[src/rtl/csi_rx_clk_lane_ctrl.sv]
// CSI-2 receive clock-lane bring-up sequencer and clock-loss monitor.
// Define CSI_RX_CLK_LOSS_CNT_EN to build the saturating clock-loss counter on loss_count.
module csi_rx_clk_lane_ctrl #(
    parameter int RST_CYCLES     = 16,
    parameter int SETTLE_EDGES   = 8,
    parameter int TIMEOUT_CYCLES = 64,
    parameter int SERDES_DLY     = 4
) (
    input  logic       clock,
    input  logic       reset_n,
    input  logic       enable,
    input  logic       heartbeat,
    output logic       bufr_reset,
    output logic       serdes_reset,
    output logic       clk_locked,
    output logic [7:0] loss_count
);

    localparam int RST_W  = $clog2(RST_CYCLES + 1);
    localparam int EDGE_W = $clog2(SETTLE_EDGES + 1);
    localparam int GAP_W  = $clog2(TIMEOUT_CYCLES + 1);
    localparam int DLY_W  = $clog2(SERDES_DLY + 1);

    localparam logic [RST_W-1:0]  RST_LAST  = RST_W'(RST_CYCLES - 1);
    localparam logic [EDGE_W-1:0] EDGE_LAST = EDGE_W'(SETTLE_EDGES - 1);
    localparam logic [GAP_W-1:0]  GAP_MAX   = GAP_W'(TIMEOUT_CYCLES);
    localparam logic [DLY_W-1:0]  DLY_LAST  = DLY_W'(SERDES_DLY - 1);

    typedef enum logic [2:0] {
        IDLE,
        ASSERT_RST,
        WAIT_EDGES,
        SERDES_REL,
        LOCKED,
        LOST
    } state_t;

    state_t             state_reg, state_next;
    logic [RST_W-1:0]   rst_cnt_reg, rst_cnt_next;
    logic [EDGE_W-1:0]  edge_cnt_reg, edge_cnt_next;
    logic [GAP_W-1:0]   gap_reg, gap_next, gap_inc;
    logic [DLY_W-1:0]   dly_cnt_reg, dly_cnt_next;
    logic [2:0]         hb_pipe_reg;
    logic               edge_det;
    logic               timeout;
    logic               bufr_reset_reg, bufr_reset_next;
    logic               serdes_reset_reg, serdes_reset_next;
    logic               clk_locked_reg, clk_locked_next;

    // Stages 0/1 resynchronise the byte-clock toggle; stage 2 is the delay tap for edge detection.
    always_ff @(posedge clock or negedge reset_n) begin
        if (!reset_n) begin
            hb_pipe_reg <= '0;
        end else begin
            hb_pipe_reg <= {hb_pipe_reg[1:0], heartbeat};
        end
    end

    assign edge_det = hb_pipe_reg[1] ^ hb_pipe_reg[2];

    always_ff @(posedge clock or negedge reset_n) begin
        if (!reset_n) begin
            state_reg        <= IDLE;
            rst_cnt_reg      <= '0;
            edge_cnt_reg     <= '0;
            gap_reg          <= '0;
            dly_cnt_reg      <= '0;
            bufr_reset_reg   <= 1'b1;
            serdes_reset_reg <= 1'b1;
            clk_locked_reg   <= 1'b0;
        end else begin
            state_reg        <= state_next;
            rst_cnt_reg      <= rst_cnt_next;
            edge_cnt_reg     <= edge_cnt_next;
            gap_reg          <= gap_next;
            dly_cnt_reg      <= dly_cnt_next;
            bufr_reset_reg   <= bufr_reset_next;
            serdes_reset_reg <= serdes_reset_next;
            clk_locked_reg   <= clk_locked_next;
        end
    end

    always_comb begin
        state_next    = state_reg;
        rst_cnt_next  = rst_cnt_reg;
        edge_cnt_next = edge_cnt_reg;
        gap_next      = gap_reg;
        dly_cnt_next  = dly_cnt_reg;
        gap_inc       = (gap_reg == GAP_MAX) ? gap_reg : gap_reg + GAP_W'(1);
        // An edge in the cycle the gap would reach the limit wins over the timeout.
        timeout       = !edge_det && (gap_inc == GAP_MAX);

        unique case (state_reg)
            IDLE: begin
                rst_cnt_next  = '0;
                edge_cnt_next = '0;
                gap_next      = '0;
                dly_cnt_next  = '0;
                if (enable) begin
                    state_next = ASSERT_RST;
                end
            end
            ASSERT_RST: begin
                edge_cnt_next = '0;
                gap_next      = '0;
                if (rst_cnt_reg == RST_LAST) begin
                    state_next   = WAIT_EDGES;
                    rst_cnt_next = '0;
                end else begin
                    rst_cnt_next = rst_cnt_reg + RST_W'(1);
                end
            end
            WAIT_EDGES: begin
                gap_next = edge_det ? '0 : gap_inc;
                if (edge_det) begin
                    edge_cnt_next = edge_cnt_reg + EDGE_W'(1);
                    if (edge_cnt_reg == EDGE_LAST) begin
                        state_next   = SERDES_REL;
                        dly_cnt_next = '0;
                    end
                end else if (timeout) begin
                    state_next   = ASSERT_RST;
                    rst_cnt_next = '0;
                end
            end
            SERDES_REL: begin
                gap_next = edge_det ? '0 : gap_inc;
                if (dly_cnt_reg == DLY_LAST) begin
                    state_next   = LOCKED;
                    dly_cnt_next = '0;
                end else begin
                    dly_cnt_next = dly_cnt_reg + DLY_W'(1);
                end
            end
            LOCKED: begin
                gap_next = edge_det ? '0 : gap_inc;
                if (timeout) begin
                    state_next = LOST;
                end
            end
            LOST: begin
                state_next    = ASSERT_RST;
                rst_cnt_next  = '0;
                edge_cnt_next = '0;
                gap_next      = '0;
            end
            default: begin
                state_next = IDLE;
            end
        endcase

        if (!enable) begin
            state_next = IDLE;
        end

        // Outputs are decoded from the next state so the registered copies track the state register.
        bufr_reset_next   = (state_next == IDLE) || (state_next == ASSERT_RST) || (state_next == LOST);
        serdes_reset_next = (state_next != LOCKED);
        clk_locked_next   = (state_next == LOCKED);
    end

    assign bufr_reset   = bufr_reset_reg;
    assign serdes_reset = serdes_reset_reg;
    assign clk_locked   = clk_locked_reg;

`ifdef CSI_RX_CLK_LOSS_CNT_EN
    logic [7:0] loss_count_reg;
    logic       loss_inc;

    assign loss_inc = (state_next == LOST);

    always_ff @(posedge clock or negedge reset_n) begin
        if (!reset_n) begin
            loss_count_reg <= '0;
        end else if (loss_inc && (loss_count_reg != 8'hFF)) begin
            loss_count_reg <= loss_count_reg + 8'd1;
        end
    end

    assign loss_count = loss_count_reg;
`else
    assign loss_count = 8'd0;
`endif

endmodule

[config.mk]
export PLATFORM = sky130hd
export DESIGN_NAME = csi_rx_clk_lane_ctrl
export DESIGN_NICKNAME = d
export VERILOG_FILES = /design/src/rtl/csi_rx_clk_lane_ctrl.sv
export SDC_FILE = /design/constraint.sdc
export NUM_CORES = 1
export LEC_CHECK = 0
export ABC_AREA = 1
export BUFFER_PORTS_ARGS = -buffer_cell sky130_fd_sc_hd__buf_2
export CELL_PAD_IN_SITES_DETAIL_PLACEMENT = 1
export CELL_PAD_IN_SITES_GLOBAL_PLACEMENT = 2
export CORE_UTILIZATION = 33
export CTS_BUF_LIST = sky130_fd_sc_hd__clkbuf_2
export DETAILED_ROUTE_END_ITERATION = 10
export HOLD_SLACK_MARGIN = 0.1
export PLACE_DENSITY = 0.87
export SETUP_SLACK_MARGIN = 0.15
export SYNTH_ARGS = -nofsm -noshare
export SYNTH_HDL_FRONTEND = slang
export SYNTH_SLANG_ARGS = --single-unit
export TNS_END_PERCENT = 20
[constraint.sdc]
create_clock -name clock -period 1.6 [get_ports clock]
set_clock_uncertainty 0.1 [all_clocks]
set_input_delay 0 -clock clock [delete_from_list [all_inputs] [get_ports clock]]
set_output_delay 0 -clock clock [all_outputs]
set_load 0.01 [all_outputs]
# --- Word-level counts from Yosys, hierarchy flattened ---
# Index checks and enable logic that the tools add are counted.
totals:
  elab_cells: 69
  inputBits: 4
  memories: 0
  out_inout_bits: 11
  mem_bits_rw: 0
  mem_bits_ro: 0
  reg_bits: 28
  latch_bits: 0
op_classes:
  n_reduce_logical: 16
  div_mod_pow: 0
  multipliers: 0
  bitwise: 1
  add_sub_neg: 4
  n_eq_ne: 18
  shifts: 0
  magnitude_cmp: 0
  muxes: 21
op_table:
  columns: ["operator", "n"]
  rows:
  - ["3-bit 2-to-1 mux", 10]
  - ["5-bit 2-to-1 mux", 3]
  - ["3-bit case mux with 5 select lines", 1]
  - ["5-bit case mux with 3 select lines", 1]
  - ["7-bit equality test, second input constant", 2]
  - ["7-bit 2-to-1 mux", 2]
  - ["7-bit case mux with 2 select lines", 1]
  - ["3-bit equality test, second input constant", 4]
  - ["3-bit by 2-bit equality test with 1-bit output, second input constant", 3]
  - ["3-bit case mux with 3 select lines", 1]
  - ["2-bit != test, second input constant", 4]
  - ["4-bit case mux with 2 select lines", 1]
  - ["7-bit by 1-bit adder with 7-bit output, second input constant", 1]
  - ["3-bit by 1-bit equality test with 1-bit output, second input constant", 2]
  - ["3-bit logical NOT", 2]
  - ["3-bit AND reduction", 2]
  - ["3-bit nonzero test", 2]
  - ["3-bit OR reduction", 2]
  - ["5-bit by 1-bit adder with 5-bit output, second input constant", 1]
  - ["5-bit by 4-bit equality test with 1-bit output, second input constant", 1]
  - ["4-bit by 1-bit adder with 4-bit output, second input constant", 1]
  - ["4-bit by 3-bit equality test with 1-bit output, second input constant", 1]
  - ["4-bit 2-to-1 mux", 1]
  - ["2-bit nonzero test", 2]
  - ["other kinds (8)", 9]

# --- Depth between registers and ports, before layout ---
# Gate-level depths: netlist (run 1).
logic_depth:
  depth_word: 11
  depth_mapped: 14

# --- Least setup slack after synthesis (run 1) ---
# No wires, ideal clock.
synth_path:
  path_kind: "register -> register"
  start: "register gap_reg[0]"
  end: "register rst_cnt_reg[2]"
  stages_incl_launch_ff: 13
  synth_period_minus_slack_ns: 1.681
  setup_time_ns: 0.092
  path_slack_ns: -0.081
  t_arrival_ns: 1.489
  path_cell_list: "dfrtp_1 > inv_1 > ha_1 > inv_1 > nor2_1 > nand3_1 > nand2_1 > nand2_1 > nor2_4 > nand3_2 > nand2_2 > nand2_4 > o31ai_2"
synth_between:
  elab_chain_len: 6
  word_cells_on_any_way: 7
  cone_classes: "add/sub: 1; eq/ne: 3; mux: 1; reduce/logical: 2"
synth_lines:
  columns: ["element", "line_no", "text"]
  rows:
  - ["start: declaration", "41", "logic [GAP_W-1:0] gap_reg, gap_next, gap_inc;"]
  - ["start signal: assignment", "75", "gap_reg <= gap_next;"]
  - ["7-bit by 1-bit adder with 7-bit output / 7-bit equality test (equally long branches)", "89", "gap_inc = (gap_reg == GAP_MAX) ? gap_reg : gap_reg + GAP_W'(1);"]
  - ["7-bit 2-to-1 mux (*)", "89", null]
  - ["7-bit equality test (*)", "91", "timeout = !edge_det && (gap_inc == GAP_MAX);"]
  - ["1-bit logical AND (*)", "91", null]
  - ["2-bit != test (no line) (*)", null, null]
  - ["3-bit AND reduction (no line) (*)", null, null]
  - ["end signal: assignment", "73", "rst_cnt_reg <= rst_cnt_next;"]
  - ["end: declaration", "39", "logic [RST_W-1:0] rst_cnt_reg, rst_cnt_next;"]
# Mark *: on every way between the ends. The rest lies on a longest branch, timed or not.
# A chain may end at the register's enable or synchronous reset.

# --- Worst setup path in the final report (run 1) ---
layout_path:
  start: "register gap_reg[0]"
  end: "register gap_reg[2]"
layout_between:
  elab_chain_len: 4
  word_cells_on_any_way: 5
  cone_classes: "add/sub: 1; eq/ne: 1; mux: 3"
layout_lines:
  columns: ["element", "line_no", "text"]
  rows:
  - ["7-bit by 1-bit adder with 7-bit output / 7-bit equality test (equally long branches)", "89", null]
  - ["7-bit 2-to-1 mux (*)", "89", null]
  - ["7-bit 2-to-1 mux (*)", "114, 127, 136", null]
  - ["7-bit case mux with 2 select lines (*)", "93", "unique case (state_reg)"]
# Marked as above.

==> key figures, run 1 <==
Global routing
  – GRT met1 Usage: 20.8%
  – Global route hottest layer: met2
  – Initial antenna violation count: 0
  – M2 GR Usage: 29.1%
  – Met3 GRT Util: 2.11%
  – Gr ovfl total: 0
  – First-pass GRT wire length: between 6 and 7 mm
  – Vias in the first global route: around 1,400
  – Largest net degree at the start of global routing: 29
  – Gr usage total: 16.2%

Drt
  – Routed Wire Length: about 3.9 mm
  – Drt initial violations: 32
  – Detailed-router iteration count before antenna repair: 7
  – Routed wire per std cell: 13.2 um
  – Vias: around 1,400
  – Vias/cell: ~4.6
  – DRC violations left: 2
  – Final ANT Viol Nets: 0

Clock tree
  – Sink Count: 28
  – H-tree Lvls: 1
  – Clock-pin slew on the worst setup and hold paths: approximately 270 ps
  – CTS Buf Count: 3
  – Clock latency on the worst-skew pair: between 300 and 400 ps
  – Worst-case clock buffer depth: 2
  – CTS tree: yes
  – Clk root buf: clkbuf_2

Synth
  – Yosys reg bits: 28
  – Synthesized area: between 1500 and 2000 um^2
  – Post-synthesis xor/xnor area fraction: approximately 2.2%
  – Main combinational cell family by area after synthesis: simple AND/OR/NAND/NOR gates
  – Count of cell types in the netlist: 30
  – Compound-Gate Fraction of Synth Area: 9.66%
  – Mean Syn Cell Area: slightly above 8 um^2
  – Top_reg_cell synth: dfrtp_1
  – Cell count after synthesis: 199
  – Synthesis Warnings: 0
  – Asr flop ratio synth: 100%
  – Post-synthesis adder-cell area fraction: under 10%
  – Number of synthesized flops with an enable pin: 0
  – Simple-Gate Fraction of Synth Area: between 20% and 30%
  – Register area share after synthesis: 43.8%
  – Multiplexer area fraction after synthesis: less than 1%

Setup path
  – Worst-path cell chain: ha_4, xor2_1, nand2_2, buf_4, buf_6, buf_4, buf_6, buf_4, buf_4, o21ai_2
  – Critical Path Start Type: flip-flop
  – Slowest-stage cell, CP: dfrtp_2
  – Delay-heaviest family, CP: buffers and inverters
  – Slowest stage delay, CP: around 510 ps
  – Buffers and inverters on the worst path: 6
  – Critical path class: flip-flop to flip-flop
  – Worst setup EP type: flip-flop
  – Arrival @ worst endpoint: approximately 2100 ps
  – Crit-path max FO: 4
  – Worst path most repeated cell: buf_4
  – Crit path required time: roughly 1800 ps

Pwr
  – Power per cell area: 522 nW/um^2
  – Worst vdd ir: about 0.00041 V
  – Leakage: about 1 nW

Finish
  – Commonest non-fill, non-tap cell in the layout: nand2_1
  – Max reg flops: 7
  – Share of layout cells above drive strength 1: a little under two fifths
  – Most frequent cells in the layout: nand2_1, buf_4, dfrtp_1
  – NumNets Final: 252
  – N_diodes: 0
  – Syn-to-layout area delta: 29.2%
  – Core utilization of the finished layout: 44.2%
  – Non-Filler Instances: around 300

Floorplan
  – Io pins: 15
  – Die Wd: between 70 and 80 um
  – Starting Density: around a third
  – Die H: 71.8 um
  – Core Area: 4690 um^2
  – Die ar.: between 5000 and 6000 um^2
  – # rows: 25

Timing
  – Minimum clock period after layout: between 1500 and 2000 ps
  – Final hold violations: 0
  – Fmax: 0.523 GHz
  – Worst Max-Slew Pin Slew: roughly 640 ps
  – Max Slew Vio Count: 0
  – Hold WS: roughly 160 ps
  – Final setup fails: 19
  – Unrepaired setup endpoints after global routing: true
  – Rel. slew slack: 57.6%
  – Fin crit share: 119%
  – Setup ws final: -311 ps

Placed design
  – Routability cong.: roughly 0.75
  – PortBufs: 6
  – DP Worst Slack: -251 ps
  – Hpwl dp: roughly 2.8 mm
  – Placed Cells incl. Taps: roughly 280

Min path
  – Hold Crit Class: input pin to flip-flop

Status
  – Violated checks: design-rule violations, negative setup slack
  – Status: finished with violations

Run
  – Maxcap violations: 0
path summary, 6_finish.rpt:
| kind | cells after the start | slack, ps | endpoint | from |
|---|---|---|---|---|
| hold reg to reg | 0 | 290 | hb_pipe_reg[1] | hb_pipe_reg[0] |
| setup / recovery | 10 | -310 | gap_reg[2] | gap_reg[0] |
| min in group asynchronous | 3 | 580 | rst_cnt_reg[3] | reset_n |
| max in group asynchronous | 3 | 380 | gap_reg[0] | reset_n |
| hold / removal | 2 | 160 | hb_pipe_reg[0] | heartbeat |
| setup reg to reg | 10 | -310 | gap_reg[2] | gap_reg[0] |
routing by layer:
layer,vias to the layer above,share of wire (%)
li1,701,-
met4,0,0
met1,652,46
met3,0,1.3
met5,-,0
met2,11,52
cell families after synthesis:
family / after synthesis
xor+xnor: 4
mux: 1
flops: 28
fa+ha+maj: 5
simple gates: 91
other cells: 1
compound gates: 26
buf+inv: 43
worst register-to-register path, delay by kind of cell, from the launching register on:
family | cells | cell delay (ps)
AND/OR/NAND/NOR | 1 | 90
XOR/XNOR | 1 | 180
AO/OA/AOI/OAI | 1 | 90
buffers and inverters | 6 | 700
adder cells (fa/ha/maj) | 1 | 190
flip-flops | 1 | 510
cell usage after synthesis (all sizes together) (2+ instances only):
cell type	number	area share, %
dfrtp	26	40
o22ai	4	1.6
nor2	25	7.4
nor3	3	1.6
xor2	4	2.2
a21oi	7	2.2
nand2	48	13
nand3	11	3.7
o21ai	10	3.1
dfstp	2	3.3
buf	9	4.2
nand4	4	1.9
inv	34	7.9
ha	5	3.9
through the flow:
stage,power (W),instance area [um^2],TNS (ps)
3_5_place_dp,0.000820,1860,-2290
4_1_cts,0.00111,1990,-2110
5_1_grt,0.00114,2080,-5580
2_1_floorplan,0.000791,1630,-364
6_report,0.00108,2080,-2730
3_3_place_gp,0.000817,1860,-1250
what timing repair did:
item	CTS	global route
resized for setup	12	17
setup buffers	5	2
hold buffers	4	0
endpoints found under the hold margin	35	0
gates cloned	0	0
pin swaps	2	4
endpoints found under the setup margin	25	25
area by class of cell:
| cell class | count | area (um^2) |
|---|---|---|
| Clock buffer | 3 | 15.0 |
| Clock inverter | 1 | 3.75 |
| Fill cell | 585 | 2620 |
| Inverter | 34 | 130 |
| Multi-Input combinational cell | 135 | 831 |
| Sequential cell | 28 | 706 |
| Tap cell | 54 | 67.6 |
| Timing Repair Buffer | 41 | 323 |
power breakdown:
group / internal [W] / switching (W)
logic: 0.0000344 / 0.0000514
registers: 0.000721 / 0.00000854
clock network: 0.0000543 / 0.000214
total: 0.000810 / 0.000274
No activity file was read; power rests on OpenSTA's default activity.
==> run 2: changes to the inputs <==
Settings changed: CORE_MARGIN set to 5.
==> run 2 against run 1 <==
  * Die area is 24% higher
  * Largest cell class unchanged
  * Combinational power fell by 5.5%
  * Design area down 3.6%
  * The flow finishes with violations (negative setup slack)
  * Fmax is 3.7% higher
  * First-iteration DRC count is 16% higher
  * Routed wire length is 6.5% lower
  * Critical path depth is 1 lower
  * Worst hold slack improved by 6.1 ps
==> key figures, run 2 (same netlist as run 1, synthesis figures left out) <==
Global routing
  – Initial antenna violation count: 0 (unchanged)
  – Met3 GRT Util: 1.47% (-0.64 points)
  – Gr ovfl total: 0 (unchanged)
  – M2 GR Usage: 21.5% (-7.6 points)
  – Largest net degree at the start of global routing: 29 (unchanged)
  – GRT met1 Usage: 16.6% (-4.2 points)
  – First-pass GRT wire length: 6.36 mm (-3.0%)
  – Global route hottest layer: met2
  – Gr usage total: 12.5% (-3.7 points)
  – Vias in the first global route: 1,452 (+0.41%)

Drt
  – Vias/cell: 4.42 (-4.2%)
  – Detailed-router iteration count before antenna repair: 4 (-3)
  – Final ANT Viol Nets: 0 (unchanged)
  – DRC violations left: 0 (-2)
  – Vias: 1,351 (-0.95%)
  – Drt initial violations: 37 (+16%)
  – Routed wire per std cell: 12.0 um (-9.5%)
  – Routed Wire Length: 3.66 mm (-6.5%)

Timing
  – Fmax: 0.543 GHz (+3.7%)
  – Final setup fails: 15 (-4)
  – Rel. slew slack: 56.6% (-1.0 points)
  – Final hold violations: 0 (unchanged)
  – Hold WS: 164 ps (+6.08 ps)
  – Unrepaired setup endpoints after global routing: true
  – Minimum clock period after layout: 1840 ps (-68.5 ps)
  – Setup ws final: -242 ps (+68.5 ps)
  – Max Slew Vio Count: 0 (unchanged)
  – Worst Max-Slew Pin Slew: 651 ps (+15.0 ps)
  – Fin crit share: 115% (-4.3 points)

Status
  – Status: finished with violations
  – Violated checks: negative setup slack

Finish
  – NumNets Final: 249 (-1.2%)
  – N_diodes: 0 (unchanged)
  – Most frequent cells in the layout: nand2_1, buf_4, dfrtp_1
  – Core utilization of the finished layout: 42.4% (-1.9 points)
  – Design Area, Final: 2000 um^2 (-3.6%)
  – Max reg flops: 7 (unchanged)
  – Filler cells: 574 (-1.9%)
  – Syn-to-layout area delta: 24.6%
  – Share of layout cells above drive strength 1: 34.3% (-3.3 points)
  – Commonest non-fill, non-tap cell in the layout: nand2_1
  – Non-Filler Instances: 306 (+3.4%)

Floorplan
  – Die Wd: 79.8 um (+11%)
  – Die H: 79.8 um (+11%)
  – Core Area: 4720 um^2 (+0.67%)
  – Io pins: 15 (unchanged)
  – # rows: 25 (unchanged)
  – Die ar.: 6360 um^2 (+24%)
  – Starting Density: 34.0% (-0.23 points)

Setup path
  – Buffers and inverters on the worst path: 5 (-1)
  – Critical path class: flip-flop to flip-flop
  – Worst-path cell chain: ha_2, xor2_1, nand2_2, buf_4, buf_4, buf_4, buf_4, buf_4, o21ai_1
  – Critical Path Start Type: flip-flop
  – Worst setup EP type: flip-flop
  – Slowest stage delay, CP: 470 ps (-40 ps)
  – Slowest-stage cell, CP: dfrtp_1
  – Crit-path max FO: 4 (unchanged)
  – Delay-heaviest family, CP: buffers and inverters
  – Arrival @ worst endpoint: 2080 ps (-50 ps)
  – Crit path required time: 1830 ps (about the same)
  – Worst path most repeated cell: buf_4

Pwr
  – Power per cell area: 541 nW/um^2 (+3.7%)
  – Worst vdd ir: 0.000294 V (-29%)
  – Final Power: 0.00108 W (unchanged)
  – Leakage: 0.964 nW (-3.4%)

Placed design
  – Placed Cells incl. Taps: 293 (+4.3%)
  – PortBufs: 6 (unchanged)
  – Placement Cell Area: 1850 um^2 (-0.20%)
  – Routability cong.: 0.769 (+1.9%)
  – Hpwl dp: 2.79 mm (-0.56%)

Clock tree
  – Clock-pin slew on the worst setup and hold paths: 290 ps (+20 ps)
  – Clock latency on the worst-skew pair: 370 ps (+20 ps)
  – Sink Count: 28 (unchanged)
  – H-tree Lvls: 1 (unchanged)
  – CTS Buf Count: 3 (unchanged)
  – Clk root buf: clkbuf_2
  – CTS tree: yes
  – Worst-case clock buffer depth: 2 (unchanged)

Min path
  – Hold Crit Class: input pin to flip-flop

Run
  – Maxcap violations: 0 (unchanged)
## run 2: changes by cell type in the layout (fill, tap and decap cells not counted), sizes merged
cell,previous run,this run
buf,37,34
## run 2: final timing paths
path | start | end | slack [ps] | cells after the start
max in group asynchronous | reset_n | gap_reg[2] | 400 | 3
setup reg to reg | gap_reg[0] | gap_reg[2] | -240 | 9
hold reg to reg | hb_pipe_reg[0] | hb_pipe_reg[1] | 300 | 0
hold / removal | heartbeat | hb_pipe_reg[0] | 160 | 2
min in group asynchronous | reset_n | rst_cnt_reg[2] | 560 | 3
setup / recovery | gap_reg[0] | gap_reg[2] | -240 | 9
## run 2: area by class of cell
type                       count  area (um^2)  area share [%]
clock inverter                 1         3.75           0.188
timing repair buffer          38          280            14.0
sequential                    28          704            35.2
multi-input combinational    135          787            39.3
clock buffer                   3         15.0           0.750
inverter                      34          128            6.37
tap                           67         83.8            4.19
## run 2: timing repair
action,CTS,global route
hold buffers,4,0
setup endpoints to repair,25,25
endpoints found under the hold margin,35,0
setup buffers,4,1
pin swaps,5,4
resized for setup,10,7
## run 2: metrics by stage
| step | setup slack [ps] | TNS (ps) |
|---|---|---|
| finish | -242 | -1860 |
| global route | -339 | -4880 |
| floorplan | -66.4 | -364 |
| global placement | -151 | -1260 |
| CTS | -190 | -1910 |
| detailed placement | -228 | -2020 |
## run 2: power breakdown
group / leakage, nW / internal, W / switching, W
clock: 0.0140 / 0.0000542 / 0.000219
combinational: 0.579 / 0.0000316 / 0.0000494
sequential: 0.371 / 0.000721 / 0.00000870
## run 2: metal layers
metal  part of all wire [%]  wire, um
met5                      0         0
met2                     50      1830
met1                     48      1760
met4                   0.85        31
met3                    1.3        48
==> run 3: changes to the inputs <==
Settings changed: CAP_MARGIN set to 20, GPL_TIMING_DRIVEN set to 0, MAX_ROUTING_LAYER set to met4.
==> run 3 against run 2 <==
  * Critical path type unchanged
  * Sequential power hardly changed
  * Design area is 3.9% higher
  * Worst setup slack worse by 4.0 ps
  * Largest power group unchanged
  * Highest routed layer unchanged
  * Core utilization is 1.7 points higher
  * Register-to-register slack hardly changed
  * The run still ends with negative setup slack left
  * Combinational power is 17% higher
  * Worst hold slack better by 120 ps
  * Count of clock-buffer cells in the layout stayed put
  * Critical path depth is 3 higher
  * Routed wire length is 0.82% higher
==> key figures, run 3 (same netlist as run 1, synthesis figures left out) <==
Status
  – Status: finished with violations
  – Violated checks: negative setup slack

Clock tree
  – Clock latency on the worst-skew pair: 370 ps (about the same)
  – Clk root buf: clkbuf_2
  – CTS Buf Count: 3 (unchanged)
  – Worst-case clock buffer depth: 2 (unchanged)
  – H-tree Lvls: 1 (unchanged)
  – CTS tree: yes
  – Clock-pin slew on the worst setup and hold paths: 270 ps (-20 ps)
  – Sink Count: 28 (unchanged)

Timing
  – Max Slew Vio Count: 0 (unchanged)
  – Final setup fails: 16 (+1)
  – Minimum clock period after layout: 1850 ps (+3.98 ps)
  – Unrepaired setup endpoints after global routing: true
  – Fmax: 0.542 GHz (-0.22%)
  – Setup ws final: -246 ps (-3.98 ps)
  – Final hold violations: 0 (unchanged)
  – Worst Max-Slew Pin Slew: 641 ps (-10.7 ps)
  – Fin crit share: 115% (+0.25 points)
  – Rel. slew slack: 57.3% (+0.71 points)

Drt
  – Vias/cell: 4.48 (+1.4%)
  – Detailed-router iteration count before antenna repair: 4 (unchanged)
  – Drt initial violations: 41 (+11%)
  – Final ANT Viol Nets: 0 (unchanged)
  – Routed Wire Length: 3.69 mm (+0.82%)
  – Routed wire per std cell: 12.4 um (+3.2%)
  – Vias: 1,339 (-0.89%)
  – DRC violations left: 0 (unchanged)

Run
  – Maxcap violations: 0 (unchanged)

Finish
  – Syn-to-layout area delta: 29.5%
  – Filler cells: 568 (-1.0%)
  – Share of layout cells above drive strength 1: 37.9% (+3.6 points)
  – Commonest non-fill, non-tap cell in the layout: nand2_1
  – Design Area, Final: 2080 um^2 (+3.9%)
  – NumNets Final: 242 (-2.8%)
  – Most frequent cells in the layout: nand2_1, dfrtp_1, inv_1
  – Max reg flops: 7 (unchanged)
  – Non-Filler Instances: 299 (-2.3%)
  – N_diodes: 0 (unchanged)

Global routing
  – Vias in the first global route: 1,451 (-0.069%)
  – Gr usage total: 12.9% (+0.36 points)
  – First-pass GRT wire length: 6.46 mm (+1.5%)
  – Gr ovfl total: 0 (unchanged)
  – Initial antenna violation count: 0 (unchanged)
  – Largest net degree at the start of global routing: 29 (unchanged)

Placed design
  – PortBufs: 6 (unchanged)
  – Placed Cells incl. Taps: 279 (-4.8%)
  – Hpwl dp: 2.54 mm (-8.8%)
  – Placement Cell Area: 1750 um^2 (-5.7%)
  – Routability cong.: 0.738 (-4.1%)
  – DP Worst Slack: -270 ps (-42.0 ps)

Floorplan
  – Io pins: 15 (unchanged)
  – Die Wd: 79.8 um (unchanged)
  – Core Area: 4720 um^2 (unchanged)
  – # rows: 25 (unchanged)
  – Die ar.: 6360 um^2 (unchanged)
  – Die H: 79.8 um (unchanged)
  – Starting Density: 34.0% (unchanged)

Min path
  – Min-delay src: enable
  – Hold-critical path depth: 4 (+2)
  – Hold Path End: state_reg[1]
  – Hold Crit Class: input pin to flip-flop

Pwr
  – Worst vdd ir: 0.000318 V (+8.0%)
  – Power per cell area: 527 nW/um^2 (-2.7%)
  – Leakage: 0.955 nW (-0.95%)

Setup path
  – Crit path required time: 1820 ps (about the same)
  – Arrival @ worst endpoint: 2060 ps (-20 ps)
  – Reg2reg end: rst_cnt_reg[2]
  – Worst Reg-to-Reg Cells: 12 (+3)
  – Critical Path Start Type: flip-flop
  – Critical path class: flip-flop to flip-flop
  – Worst setup path start: gap_reg[0]
  – Reg2Reg Launch Point: gap_reg[0]
  – Crit-path max FO: 7 (+3)
  – Setup slack, reg-to-reg: -250 ps (about the same)
  – Worst setup EP type: flip-flop
## run 3: cell count changes in the layout (fill, tap and decap cells not counted), sizes merged
cell         previous run  this run
dlygate4sd3             4         5
buf                    34        26
## run 3: worst max-delay path, cell delays in order (launching register included)
cell	delay [ps]
dfrtp_2	500
inv_2	90
ha_4	120
inv_2	40
nor2_4	90
nand3_2	110
nand2_2	110
nand2_2	60
nor2_4	120
nand3_4	100
nand2_4	120
nand2_8	80
o31ai_2	160
## run 3: metal layers
metal	routed length, um	global-route usage [%]	share of wire (%)	up-vias
li1	-	-	-	681
met1	1740	16.6	47	641
met2	1860	21.7	50	13
met3	48	1.35	1.3	4
met4	46	3.55	1.2	0
met5	0	-	0	-
## run 3: worst max-delay path by stage
| stage | to | cells past startpoint |
|---|---|---|
| 2_1_floorplan | rst_cnt_reg[2] | 9 |
| 3_3_place_gp | rst_cnt_reg[2] | 11 |
| 3_5_place_dp | rst_cnt_reg[3] | 13 |
| 4_1_cts | rst_cnt_reg[3] | 14 |
| 5_1_grt | rst_cnt_reg[3] | 14 |
| 6_report | rst_cnt_reg[2] | 12 |
## run 3: what timing repair did
item,CTS,global route
hold buffers,4,1
resized for setup,24,19
buffers inserted,8,3
pin swaps,15,10
endpoints found under the hold margin,35,1
setup endpoints to repair,25,25
## run 3: where the power goes
| part | total [W] | internal, W | leakage [nW] | switching [W] |
|---|---|---|---|---|
| Combinational | 0.0000946 | 0.0000423 | 0.574 | 0.0000523 |
| Clock | 0.000268 | 0.0000543 | 0.0140 | 0.000214 |
| Sequential | 0.000733 | 0.000721 | 0.367 | 0.0000120 |
## run 3: cell type report
| cell class | instances | area (um^2) | area share, % |
|---|---|---|---|
| clock inverters | 1 | 3.75 | 0.180 |
| repair buffers | 22 | 179 | 8.60 |
| multi-input cells | 135 | 893 | 42.9 |
| clock buffers | 3 | 15.0 | 0.722 |
| flip-flops and latches | 28 | 708 | 34.0 |
| well taps | 67 | 83.8 | 4.03 |
| plain buffers | 9 | 67.6 | 3.25 |
| inverters | 34 | 130 | 6.25 |
## run 3: metrics by stage
stage	power, W	setup TNS [ps]	util, %	hold WS [ps]
final	0.00110	-2380	44.1	284
after global routing	0.00117	-4260	44.1	261
after CTS	0.00111	-2550	41.6	121
after detailed placement	0.000819	-2970	37.0	-30.0
after global placement	0.000817	-2500	37.0	-35.8
after floorplan	0.000791	-364	-	-396
